===== src/rtl/rx_comma_aligner_if.sv =====
// Receive-side bus of the comma aligner: serial bits in, aligned symbols out.
interface rx_comma_aligner_if;
  logic       iBit;
  logic       iValid;
  logic [9:0] oData;
  logic       oValid;
  logic       COMMA;
  logic       LOCKED;
  logic       ALIGN_EVENT;

  // Upstream side: drives the recovered bit stream, observes aligned symbols.
  modport master (
    output iBit, iValid,
    input  oData, oValid, COMMA, LOCKED, ALIGN_EVENT
  );

  // Aligner side.
  modport slave (
    input  iBit, iValid,
    output oData, oValid, COMMA, LOCKED, ALIGN_EVENT
  );
endinterface


===== src/rtl/rx_comma_aligner.sv =====
// Serial-to-parallel 8b/10b front end: hunts for K28.5, verifies the symbol
// boundary over consecutive commas, then emits aligned 10-bit symbols.
// Bit "a" arrives first and ends up in oData[9].
module rx_comma_aligner #(
  parameter int unsigned LOCK_COMMAS = 3,  // aligned commas needed to lock (1..15)
  parameter int unsigned LOSS_COMMAS = 4   // misaligned commas that drop lock (1..15)
) (
  input  logic               INTERCLK,
  input  logic               Reset,
  rx_comma_aligner_if.slave  bus
);

  typedef enum logic [1:0] {
    ST_HUNT   = 2'd0,
    ST_VERIFY = 2'd1,
    ST_LOCKED = 2'd2
  } state_t;

  localparam logic [9:0] K28_5_RDN = 10'b0011111010;
  localparam logic [9:0] K28_5_RDP = 10'b1100000101;
  localparam logic [3:0] LOCK_TGT  = 4'(LOCK_COMMAS);
  localparam logic [3:0] LOSS_TGT  = 4'(LOSS_COMMAS);

  state_t      state_q, state_d;
  // Only the nine older bits are stored; the tenth is the bit arriving now.
  logic [8:0]  sh_q, sh_d;
  logic [3:0]  ph_q, ph_d;
  logic [3:0]  ccnt_q, ccnt_d;
  logic [3:0]  ecnt_q, ecnt_d;
  logic [9:0]  data_q, data_d;
  logic        valid_q, valid_d;
  logic        comma_q, comma_d;
  logic        align_q, align_d;
  logic        locked_q, locked_d;

  logic [9:0]  sh_next;
  logic        is_comma;
  logic        boundary;
  logic [3:0]  ph_adv;
  logic [3:0]  ccnt_inc;
  logic [3:0]  ecnt_inc;

  // Window as it will look after this bit, and the per-bit event decode.
  always_comb begin
    sh_next  = {sh_q, bus.iBit};
    is_comma = (sh_next == K28_5_RDN) || (sh_next == K28_5_RDP);
    boundary = (ph_q == 4'd9);
    ph_adv   = boundary ? 4'd0 : ph_q + 4'd1;
    ccnt_inc = (ccnt_q == 4'hF) ? 4'hF : ccnt_q + 4'd1;
    ecnt_inc = (ecnt_q == 4'hF) ? 4'hF : ecnt_q + 4'd1;
  end

  // Alignment FSM: next state, counters and the symbol/strobe outputs.
  always_comb begin
    // NOTE: every target gets a default before any branch so that no path
    // leaves a variable unassigned, which would otherwise infer a latch.
    state_d = state_q;
    sh_d    = sh_q;
    ph_d    = ph_q;
    ccnt_d  = ccnt_q;
    ecnt_d  = ecnt_q;
    data_d  = data_q;
    valid_d = 1'b0;
    comma_d = 1'b0;
    align_d = 1'b0;

    if (bus.iValid) begin
      sh_d = sh_next[8:0];
      ph_d = ph_adv;

      case (state_q)
        ST_HUNT: begin
          if (is_comma) begin
            data_d  = sh_next;
            valid_d = 1'b1;
            comma_d = 1'b1;
            align_d = 1'b1;
            ph_d    = 4'd0;
            ccnt_d  = 4'd1;
            ecnt_d  = 4'd0;
            state_d = (LOCK_TGT <= 4'd1) ? ST_LOCKED : ST_VERIFY;
          end
        end

        ST_VERIFY: begin
          if (boundary) begin
            // A comma landing on the boundary counts as aligned.
            data_d  = sh_next;
            valid_d = 1'b1;
            comma_d = is_comma;
            if (is_comma) begin
              ccnt_d = ccnt_inc;
              if (ccnt_inc >= LOCK_TGT) begin
                state_d = ST_LOCKED;
                ecnt_d  = 4'd0;
              end
            end
          end else if (is_comma) begin
            // Boundary was wrong: restart verification on this comma.
            data_d  = sh_next;
            valid_d = 1'b1;
            comma_d = 1'b1;
            align_d = 1'b1;
            ph_d    = 4'd0;
            ccnt_d  = 4'd1;
          end
        end

        ST_LOCKED: begin
          if (boundary) begin
            data_d  = sh_next;
            valid_d = 1'b1;
            comma_d = is_comma;
            if (is_comma) begin
              ecnt_d = 4'd0;
            end
          end else if (is_comma) begin
            // Misaligned commas are tolerated until the loss threshold; the
            // one that crosses it is dropped and the next comma is hunted.
            if (ecnt_inc >= LOSS_TGT) begin
              state_d = ST_HUNT;
              ecnt_d  = 4'd0;
              ccnt_d  = 4'd0;
            end else begin
              ecnt_d = ecnt_inc;
            end
          end
        end

        default: begin
          state_d = ST_HUNT;
        end
      endcase
    end

    locked_d = (state_d == ST_LOCKED);
  end

  // State and output registers with synchronous active-low reset.
  always_ff @(posedge INTERCLK) begin
    // NOTE: sequential state uses non-blocking assignments so every flop
    // samples the pre-edge values regardless of statement order.
    if (!Reset) begin
      state_q  <= ST_HUNT;
      sh_q     <= '0;
      ph_q     <= '0;
      ccnt_q   <= '0;
      ecnt_q   <= '0;
      data_q   <= '0;
      valid_q  <= 1'b0;
      comma_q  <= 1'b0;
      align_q  <= 1'b0;
      locked_q <= 1'b0;
    end else begin
      state_q  <= state_d;
      sh_q     <= sh_d;
      ph_q     <= ph_d;
      ccnt_q   <= ccnt_d;
      ecnt_q   <= ecnt_d;
      data_q   <= data_d;
      valid_q  <= valid_d;
      comma_q  <= comma_d;
      align_q  <= align_d;
      locked_q <= locked_d;
    end
  end

  assign bus.oData       = data_q;
  assign bus.oValid      = valid_q;
  assign bus.COMMA       = comma_q;
  assign bus.LOCKED      = locked_q;
  assign bus.ALIGN_EVENT = align_q;

endmodule


===== src/flat_wrapper.sv =====
// flat-port wrapper written by rule: the top's interface ports become plain ports
module rx_comma_aligner_flat 
#(
  parameter int unsigned LOCK_COMMAS = 3,                                          
  parameter int unsigned LOSS_COMMAS = 4                                              
)
  (INTERCLK, Reset, bus_iBit, bus_iValid, bus_oData, bus_oValid, bus_COMMA, bus_LOCKED, bus_ALIGN_EVENT);
  rx_comma_aligner_if bus_i ();
  input  logic INTERCLK;
  input  logic Reset;
  input wire logic [$bits(bus_i.iBit)-1:0] bus_iBit;
  input wire logic [$bits(bus_i.iValid)-1:0] bus_iValid;
  output wire logic [$bits(bus_i.oData)-1:0] bus_oData;
  output wire logic [$bits(bus_i.oValid)-1:0] bus_oValid;
  output wire logic [$bits(bus_i.COMMA)-1:0] bus_COMMA;
  output wire logic [$bits(bus_i.LOCKED)-1:0] bus_LOCKED;
  output wire logic [$bits(bus_i.ALIGN_EVENT)-1:0] bus_ALIGN_EVENT;
  assign bus_i.iBit = bus_iBit;
  assign bus_i.iValid = bus_iValid;
  assign bus_oData = bus_i.oData;
  assign bus_oValid = bus_i.oValid;
  assign bus_COMMA = bus_i.COMMA;
  assign bus_LOCKED = bus_i.LOCKED;
  assign bus_ALIGN_EVENT = bus_i.ALIGN_EVENT;
  rx_comma_aligner #(.LOCK_COMMAS(LOCK_COMMAS), .LOSS_COMMAS(LOSS_COMMAS)) u_core (.INTERCLK(INTERCLK), .Reset(Reset), .bus(bus_i));
endmodule

===== config.mk =====
export PLATFORM = sky130hd
export DESIGN_NAME = rx_comma_aligner_flat
export DESIGN_NICKNAME = d
export VERILOG_FILES = /design/src/rtl/rx_comma_aligner_if.sv /design/src/rtl/rx_comma_aligner.sv /design/src/flat_wrapper.sv
export SDC_FILE = /design/constraint.sdc
export NUM_CORES = 1
export LEC_CHECK = 0
export BUFFER_PORTS_ARGS = -buffer_cell sky130_fd_sc_hd__buf_2
export CORE_MARGIN = 3
export CORE_UTILIZATION = 30
export DETAILED_ROUTE_END_ITERATION = 6
export HOLD_SLACK_MARGIN = 0.03
export PLACE_DENSITY = 0.43
export SLEW_MARGIN = 20
export SYNTH_ARGS = -nofsm -noshare
export SYNTH_HDL_FRONTEND = slang
export SYNTH_SLANG_ARGS = --single-unit
export TNS_END_PERCENT = 5

===== constraint.sdc =====
create_clock -name INTERCLK -period 2.53 [get_ports INTERCLK]
set_input_delay 0.506 -clock INTERCLK [delete_from_list [all_inputs] [get_ports INTERCLK]]
set_output_delay 0.506 -clock INTERCLK [all_outputs]
set_load 0.02 [all_outputs]

# [Word level (Yosys, flattened, before mapping)]
# Cells that the tools add are included.
[word_totals] reg_bits=37
[classes] n_mux=43 magnitude_cmp=2 reduce_logical=7 n_eq_ne=17 add_sub_neg=3
[ops] op="$mux W4" count=18
[ops] op="$mux W10" count=3
[ops] op="$pmux W10 S3" count=1
[ops] op="$pmux W4 S3" count=2
[ops] op="$mux W2" count=8
[ops] op="$add A4 B1 Y4 const B" count=3
[ops] op="$eq A4 B4 Y1 const B" count=3
[ops] op="$ne A2 B1 Y1 const B" count=6
[ops] op="$reduce_and A6 Y1" count=2
[ops] op="$eq A10 B10 Y1 const B" count=1
[ops] op="$eq A10 B8 Y1 const B" count=1
[ops] op="$pmux W4 S2" count=1
[ops] op="$mux W1" count=6
[ops] op="$pmux W1 S3" count=2
[ops] op="$pmux W2 S3" count=1
[ops] op="$eq A2 B2 Y1 const B" count=2
[ops] op="$ge A4 B2 Y1 const B" count=1
[ops] op="$ge A4 B3 Y1 const B" count=1
[ops] op="$ne A3 B1 Y1 const B" count=1
[ops] op="$ne A3 B2 Y1 const B" count=1
[ops] op="$reduce_and A3 Y1" count=1
[ops] op="$reduce_bool A3 Y1" count=1
[ops] op="$eq A2 B1 Y1 const B" count=1
[ops] op="$logic_not A2 Y1" count=1
[ops] op="other kinds (4)" count=4

# [Longest topological paths before layout]
# Gate-level depths: netlist of run 1.
[depth] ltp_word=9 depth_mapped=8

# [Worst setup path after synthesis of run 1]
# OpenSTA, ideal clock, no wires.
[synth_timing] kind="flip-flop to flip-flop" from="reg u_core.sh_q[8]" to="reg u_core.ccnt_q[3]" synth_period_minus_slack_ns=2.091 t_arrival_ns=2.012 setup_slack_ns=0.439 n_path_buf=0 stages_incl_launch_ff=6 setup_ns=0.079 path_cell_list="dfxtp_1 -> or4b_4 -> or4_4 -> a2111oi_4 -> a31oi_1 -> a211oi_2"
[synth_via] elab_chain_len=5
[synth_rtl] element="start, declared" line="rx_comma_aligner.sv:26" rtl="logic [8:0] sh_q, sh_d;"
[synth_rtl] element="start signal, assigned" line="rx_comma_aligner.sv:145" rtl="sh_q <= '0;"
[synth_rtl] element="start signal, assigned" line="rx_comma_aligner.sv:156" rtl="sh_q <= sh_d;"
[synth_rtl] element="$eq A10 B8 Y1 / $eq A10 B10 Y1 (equally long branches)" line="rx_comma_aligner.sv:46" rtl="is_comma = (sh_next == K28_5_RDN) || (sh_next == K28_5_RDP);"
[synth_rtl] element="$logic_or A1 B1 Y1 (*)" line="rx_comma_aligner.sv:46"
[synth_rtl] element="$mux W4 (2 in a row)"
[synth_rtl] element="$pmux W4 S3"
[synth_rtl] element="end signal, assigned" line="rx_comma_aligner.sv:158" rtl="ccnt_q <= ccnt_d;"
[synth_rtl] element="end, declared" line="rx_comma_aligner.sv:28" rtl="logic [3:0] ccnt_q, ccnt_d;"
# Every way passes the cells marked *; elsewhere a longest branch is shown, timed or not.
# A chain may end at the register's enable or synchronous reset.

# [Worst setup path after layout of run 1]
# Same ends and word-level chain as after synthesis.

==> results of run 1 <==
[cells by family (layout without fill, tap and decap cells)]
group           count (synthesis)  in the layout  synth area share, %
xor+xnor                        3              3                 1.38
compound gates                 59             59                 24.3
flops                          37             37                 39.0
fa+ha+maj                       8              8                 5.27
simple gates                   72             72                 21.3
mux                             9              9                 4.74
buf+inv                        20             42                 4.08
[layout make-up]
cell class	instances	area share (%)
multi-input combinational	151	49.4
sequential	37	33.8
clock inverter	2	0.628
timing repair buffer	25	6.62
clock buffer	6	3.77
inverter	9	1.54
tap	75	4.28
[where the power goes]
part           switching [mW]  total [mW]  leakage (nW)  internal, mW
registers             0.00646       0.594         0.299         0.587
clock network           0.220       0.441        0.0512         0.221
logic                  0.0300      0.0461         0.526        0.0162
total                   0.256        1.08         0.876         0.824
[cells in the mapped netlist, types with 2 or more instances]
cell / instances / area [µm²]
mux2i_1: 9 / 90.1
xor2_1: 2 / 17.5
inv_1: 9 / 33.8
o211ai_1: 3 / 22.5
and2_1: 3 / 18.8
and3_1: 2 / 12.5
a2111oi_4: 2 / 55.1
nand2b_1: 2 / 12.5
buf_2: 2 / 10.0
a22o_1: 8 / 70.1
nand4_1: 3 / 18.8
nand4b_1: 2 / 17.5
a211oi_1: 3 / 22.5
nand2_1: 19 / 71.3
clkbuf_1: 8 / 30.0
nor3_1: 5 / 25.0
nor3b_1: 2 / 15.0
o2111ai_1: 2 / 17.5
a31oi_1: 2 / 12.5
a22oi_1: 2 / 15.0
nor2_1: 18 / 67.6
dfxtp_1: 37 / 741
a21oi_1: 9 / 45.0
o22ai_1: 2 / 12.5
nor2b_1: 3 / 18.8
and4b_1: 2 / 20.0
o31ai_1: 4 / 30.0
o21ai_0: 10 / 50.1
ha_1: 8 / 100
a221oi_1: 3 / 26.3
[routing by layer]
metal,vias up,wire length [µm],track usage [%]
met5,-,0,0
met4,0,51,4.03
met3,4,207,3.94
met2,33,2140,22.5
met1,757,2440,19.1
li1,814,-,-
[through the flow]
| step | cells | total power [mW] | instance area, µm² | setup WS, ns | utilization [%] |
|---|---|---|---|---|---|
| 2_1_floorplan | 208 | 0.641 | 1900 | 0.439 | - |
| 3_3_place_gp | 297 | 0.655 | 2100 | 0.282 | 34.8 |
| 3_5_place_dp | 297 | 0.655 | 2100 | 0.250 | 34.8 |
| 4_1_cts | 305 | 1.10 | 2190 | 0.273 | 36.4 |
| 5_1_grt | 305 | 1.13 | 2190 | 0.150 | 36.4 |
| 6_report | 305 | 1.08 | 2190 | 0.281 | 36.4 |
[registers in the layout (all words and copies together) (netlist names)]
signal and flops:
u_core.bus.oValid 1, u_core.bus.oData 10, u_core.ecnt_q 4, u_core.bus.COMMA 1, u_core.bus.ALIGN_EVENT 1, u_core.bus.LOCKED 1
u_core.sh_q 9, u_core.ph_q 4, u_core.state_q 2, u_core.ccnt_q 4
[critical path, delay by kind of cell (launching register included)]
| family | cells | cell delay (ns) |
|---|---|---|
| AND/OR/NAND/NOR | 2 | 1.05 |
| AO/OA/AOI/OAI | 3 | 0.78 |
| flip-flops | 1 | 0.34 |
[how the worst min path moves through the flow]
| stage | start | endpoint | slack [ns] | depth (start not counted) |
|---|---|---|---|---|
| 2_1_floorplan | u_core.ccnt_q[1] | u_core.ccnt_q[1] | 0.45 | 2 |
| 3_3_place_gp | u_core.bus.oData[6] | u_core.bus.oData[6] | 0.46 | 1 |
| 3_5_place_dp | u_core.bus.oData[6] | u_core.bus.oData[6] | 0.46 | 1 |
| 4_1_cts | bus_iBit | u_core.bus.oData[0] | 0.47 | 2 |
| 5_1_grt | bus_iBit | u_core.bus.oData[0] | 0.48 | 2 |
| 6_report | bus_iBit | u_core.bus.oData[0] | 0.48 | 2 |
==> metrics.txt, run 1 <==
Starting DRT DRC Count 125; Register Area 741 µm²; First-pass DRT Iterations 4; H-tree depth 2; Area growth, synth to finish 15.3%; synthesis warning total 0; Post-Syn Area 0.00190 mm²; Worst Skew 0.00736 ns; WS Path Type reg -> reg; layout cells sized above 1 18.3%; reg2reg path depth 5; RSZ-0062 raised after global routing false; port buffer count 17; hold slack 0.479 ns; largest net degree at the start of global routing 22; Die Span Y 85.6 µm; Post-CTS Hold Fix Bufs 0; Min Clock Period, post-route 2.25 ns; worst-skew pair later-pin latency 0.29 ns; routed vias/inst 5.27; crit start category flip-flop; wire length of the first global-routing pass 8.24 mm; Post-CTS Setup Repair Bufs 0; slew margin rel. 49.3%; routed vias 1608; routed len/inst 15.8 µm; initial antenna violation count 0; ys async rst share 0%; vias in the first global route 1647; Final Wtd Congestion 0.790; clock root buffer clkbuf_8; # fillers 655; critical path cell sequence or4b_4 -> or4_4 -> a2111oi_4 -> a31oi_1 -> a211oi_2; # nets final 241; post-cts resize count 0; Max Slew Vio Count 0; number of flops mapped to enable cells by yosys 0; Synth Register Bits 37; DP Wirelength 3.56 mm; Post-DRT Antenna Nets 0; CTS Buffer Depth 2; DR DRC count 0; final WL 4.83 mm; post-synthesis sequential area ratio 39.0%; CTS tree yes; Core Rows 28; clk sinks 37; syn_area_per_cell 9.14 µm²; Largest stage delay, worst path 0.56 ns; ANT cells 0; Main synth FF type dfxtp_1; Static Leak 0.876 nW; GRT overflow 0; area taken by multi-input logic gates 0.00108 mm²; reg-to-reg setup timing slack 0.28 ns; max-cap violations 0; worst r2r src u_core.sh_q[8]; Setup violations, final 0; Final Hold Violating Endpoints 0; setup TNS 0 ns; I/O Pins 18; critical path arrival 2.46 ns; total CTS buffers 5; Reg clk slew, reported paths 0.08 ns; P per Cell Area 493 mW/mm²; Setup crit end u_core.ccnt_q[3]; Max FO, Critical Path 5; worst reg2reg path endpoint u_core.ccnt_q[3]; core area 0.00603 mm²; Total GRT Usage 14.3%; outcome finished clean; final cycle utilization of the critical path 88.9%; syn nets 220; most common cell after layout, fill and taps aside dfxtp_1; worst slew pin tran 0.760 ns; fmax 445 MHz; Critical Path RT 2.74 ns; Min-Delay Path Class in -> reg; cells after synthesis 208; Unique masters post-synth 52; Critical Path End Type flip-flop; Die Area 0.00733 mm²; slowest cell on the critical path or4b_4; Critical path origin u_core.sh_q[8]; initial core utilization 31.5%; peak supply drop 0.000244 V; Die Span X 85.6 µm; most frequent cells in the layout 37 x dfxtp_1, 19 x nand2_1, 18 x nor2_1
Note: power is estimated with default switching activity, not from simulation.
==> run 2: changes to the inputs <==
- CAP_MARGIN: not set -> 20
- PLACE_DENSITY: 0.43 -> not set
==> run 2 against run 1 <==
  * Register-to-register slack about the same
  * Critical path depth unchanged
  * Routed wire length decreased by 13%
  * Die area unchanged
  * Worst hold slack got worse by 0.0031 ns
  * Maximum frequency about the same
  * Non-clock buffer count decreased by 4
  * Utilization decreased by 0.19 points
  * Design area decreased by 0.51%
  * Flip-flop and latch count unchanged
  * Clock-buffer cell count decreased by 1
  * Critical endpoint is now u_core.bus.LOCKED
  * Largest cell class unchanged
  * Largest power group unchanged
==> metrics.txt, run 2 (synthesis gave the netlist of run 1 again) <==
worst slew pin tran 0.683 ns; initial antenna violation count 0; Largest stage delay, worst path 0.55 ns; P per Cell Area 528 mW/mm²; Worst Skew 0.00776 ns; Post-CTS Hold Fix Bufs 0; Register Area 741 µm²; final WL 4.20 mm; Crit path max-delay family simple AND/OR/NAND/NOR gates; most frequent cells in the layout 37 x dfxtp_1, 19 x nand2_1, 18 x nor2_1; clock root buffer clkbuf_8; Max FO, Critical Path 5; DR DRC count 0; area taken by multi-input logic gates 0.00108 mm²; port buffer count 17; core area 0.00603 mm²; GRT overflow 0; Die Span X 85.6 µm; I/O Pins 18; Core Rows 28; Static Leak 0.858 nW; largest net degree at the start of global routing 22; # nets final 237; worst reg2reg path endpoint u_core.bus.LOCKED; Reg clk slew, reported paths 0.08 ns; DP Wirelength 3.03 mm; met1 wire length 2.06 mm; final cycle utilization of the critical path 88.9%; ANT cells 0; routed vias/inst 5.30; Starting DRT DRC Count 139; # fillers 638; worst-skew pair later-pin latency 0.29 ns; fmax 445 MHz; initial core utilization 31.5%; reg-to-reg setup timing slack 0.28 ns; metal2 WL 1.92 mm; slew margin rel. 54.4%; max-cap violations 0; Final Hold Violating Endpoints 0; worst r2r src u_core.sh_q[7]; Setup crit end u_core.bus.LOCKED; routed vias 1595; slowest cell on the critical path or4b_4; H-tree depth 2; Total GRT Usage 11.5%; clk sinks 37; Setup violations, final 0; DR WL met3 169 µm; First-pass DRT Iterations 4; Area growth, synth to finish 14.7%; vias in the first global route 1473; layout cells sized above 1 16.8%; WP buf/inv 0; Post-CTS Setup Repair Bufs 0; RSZ-0062 raised after global routing false; wire length of the first global-routing pass 6.98 mm; max reg flops 10; most common cell after layout, fill and taps aside dfxtp_1; reg2reg path depth 5; Max Slew Vio Count 0; peak supply drop 0.000207 V; WS Path Type reg -> reg; Post-DRT Antenna Nets 0; post-cts resize count 0; CTS Buffer Depth 2; routed len/inst 13.9 µm; critical path arrival 2.45 ns; Critical path origin u_core.sh_q[7]; Crit path depth 5; Critical Path RT 2.73 ns; DR top layer met4; Critical Path End Type flip-flop; Hold Path Origin u_core.bus.oData[0]; CTS tree yes; Min-Delay Path Class reg -> reg; crit start category flip-flop; Final Wtd Congestion 0.900; Die Area 0.00733 mm²; setup TNS 0 ns; hold slack 0.476 ns; critical path cell sequence or4b_4 -> or4_4 -> a221oi_1 -> o2bb2ai_1 -> a311oi_1; outcome finished clean; Die Span Y 85.6 µm; total CTS buffers 5; Min Clock Period, post-route 2.25 ns
[run 2: cell count changes in the layout (fill, tap and decap cells not counted)]
cell / previous run / this run
buf_4: 8 / 4
bufinv_16: 0 / 1
clkinvlp_4: 0 / 1
clkinv_2: 1 / 0
clkbuf_8: 6 / 5
[run 2: final cells by class]
type	count	share of cell area, %
timing repair buffer	21	5.28
inverter	9	1.55
tap	75	4.30
multi-input combinational	151	49.6
clock buffer	5	3.16
sequential	37	34.0
clock inverter	3	2.12
[run 2: stage by stage]
step	std cells	worst slack, ns	area [µm²]	utilization (%)	total power [mW]
floorplan	208	0.439	1900	-	0.641
global placement	293	0.303	2070	34.3	0.654
detailed placement	293	0.277	2070	34.3	0.654
CTS	301	0.288	2180	36.2	1.17
global route	301	0.101	2180	36.2	1.19
finish	301	0.281	2180	36.2	1.15
[run 2: worst min path at each step]
stage                          end  cells past startpoint
4_1_cts        u_core.bus.oData[0]                      1
6_report       u_core.bus.oData[0]                      1
3_3_place_gp   u_core.bus.oData[4]                      1
3_5_place_dp   u_core.bus.oData[2]                      1
2_1_floorplan     u_core.ccnt_q[1]                      2
5_1_grt        u_core.bus.oData[3]                      1
[run 2: per-layer routing]
metal / track usage (%) / vias to the layer above
met1: 15.9 / 750
met4: 3.02 / 0
li1: - / 806
met5: 0 / -
met3: 2.59 / 5
met2: 18.3 / 34
[run 2: report_power, final]
| part | switching (mW) | total, mW | internal [mW] |
|---|---|---|---|
| clock | 0.217 | 0.511 | 0.295 |
| sequential | 0.00641 | 0.594 | 0.587 |
| combinational | 0.0292 | 0.0463 | 0.0171 |
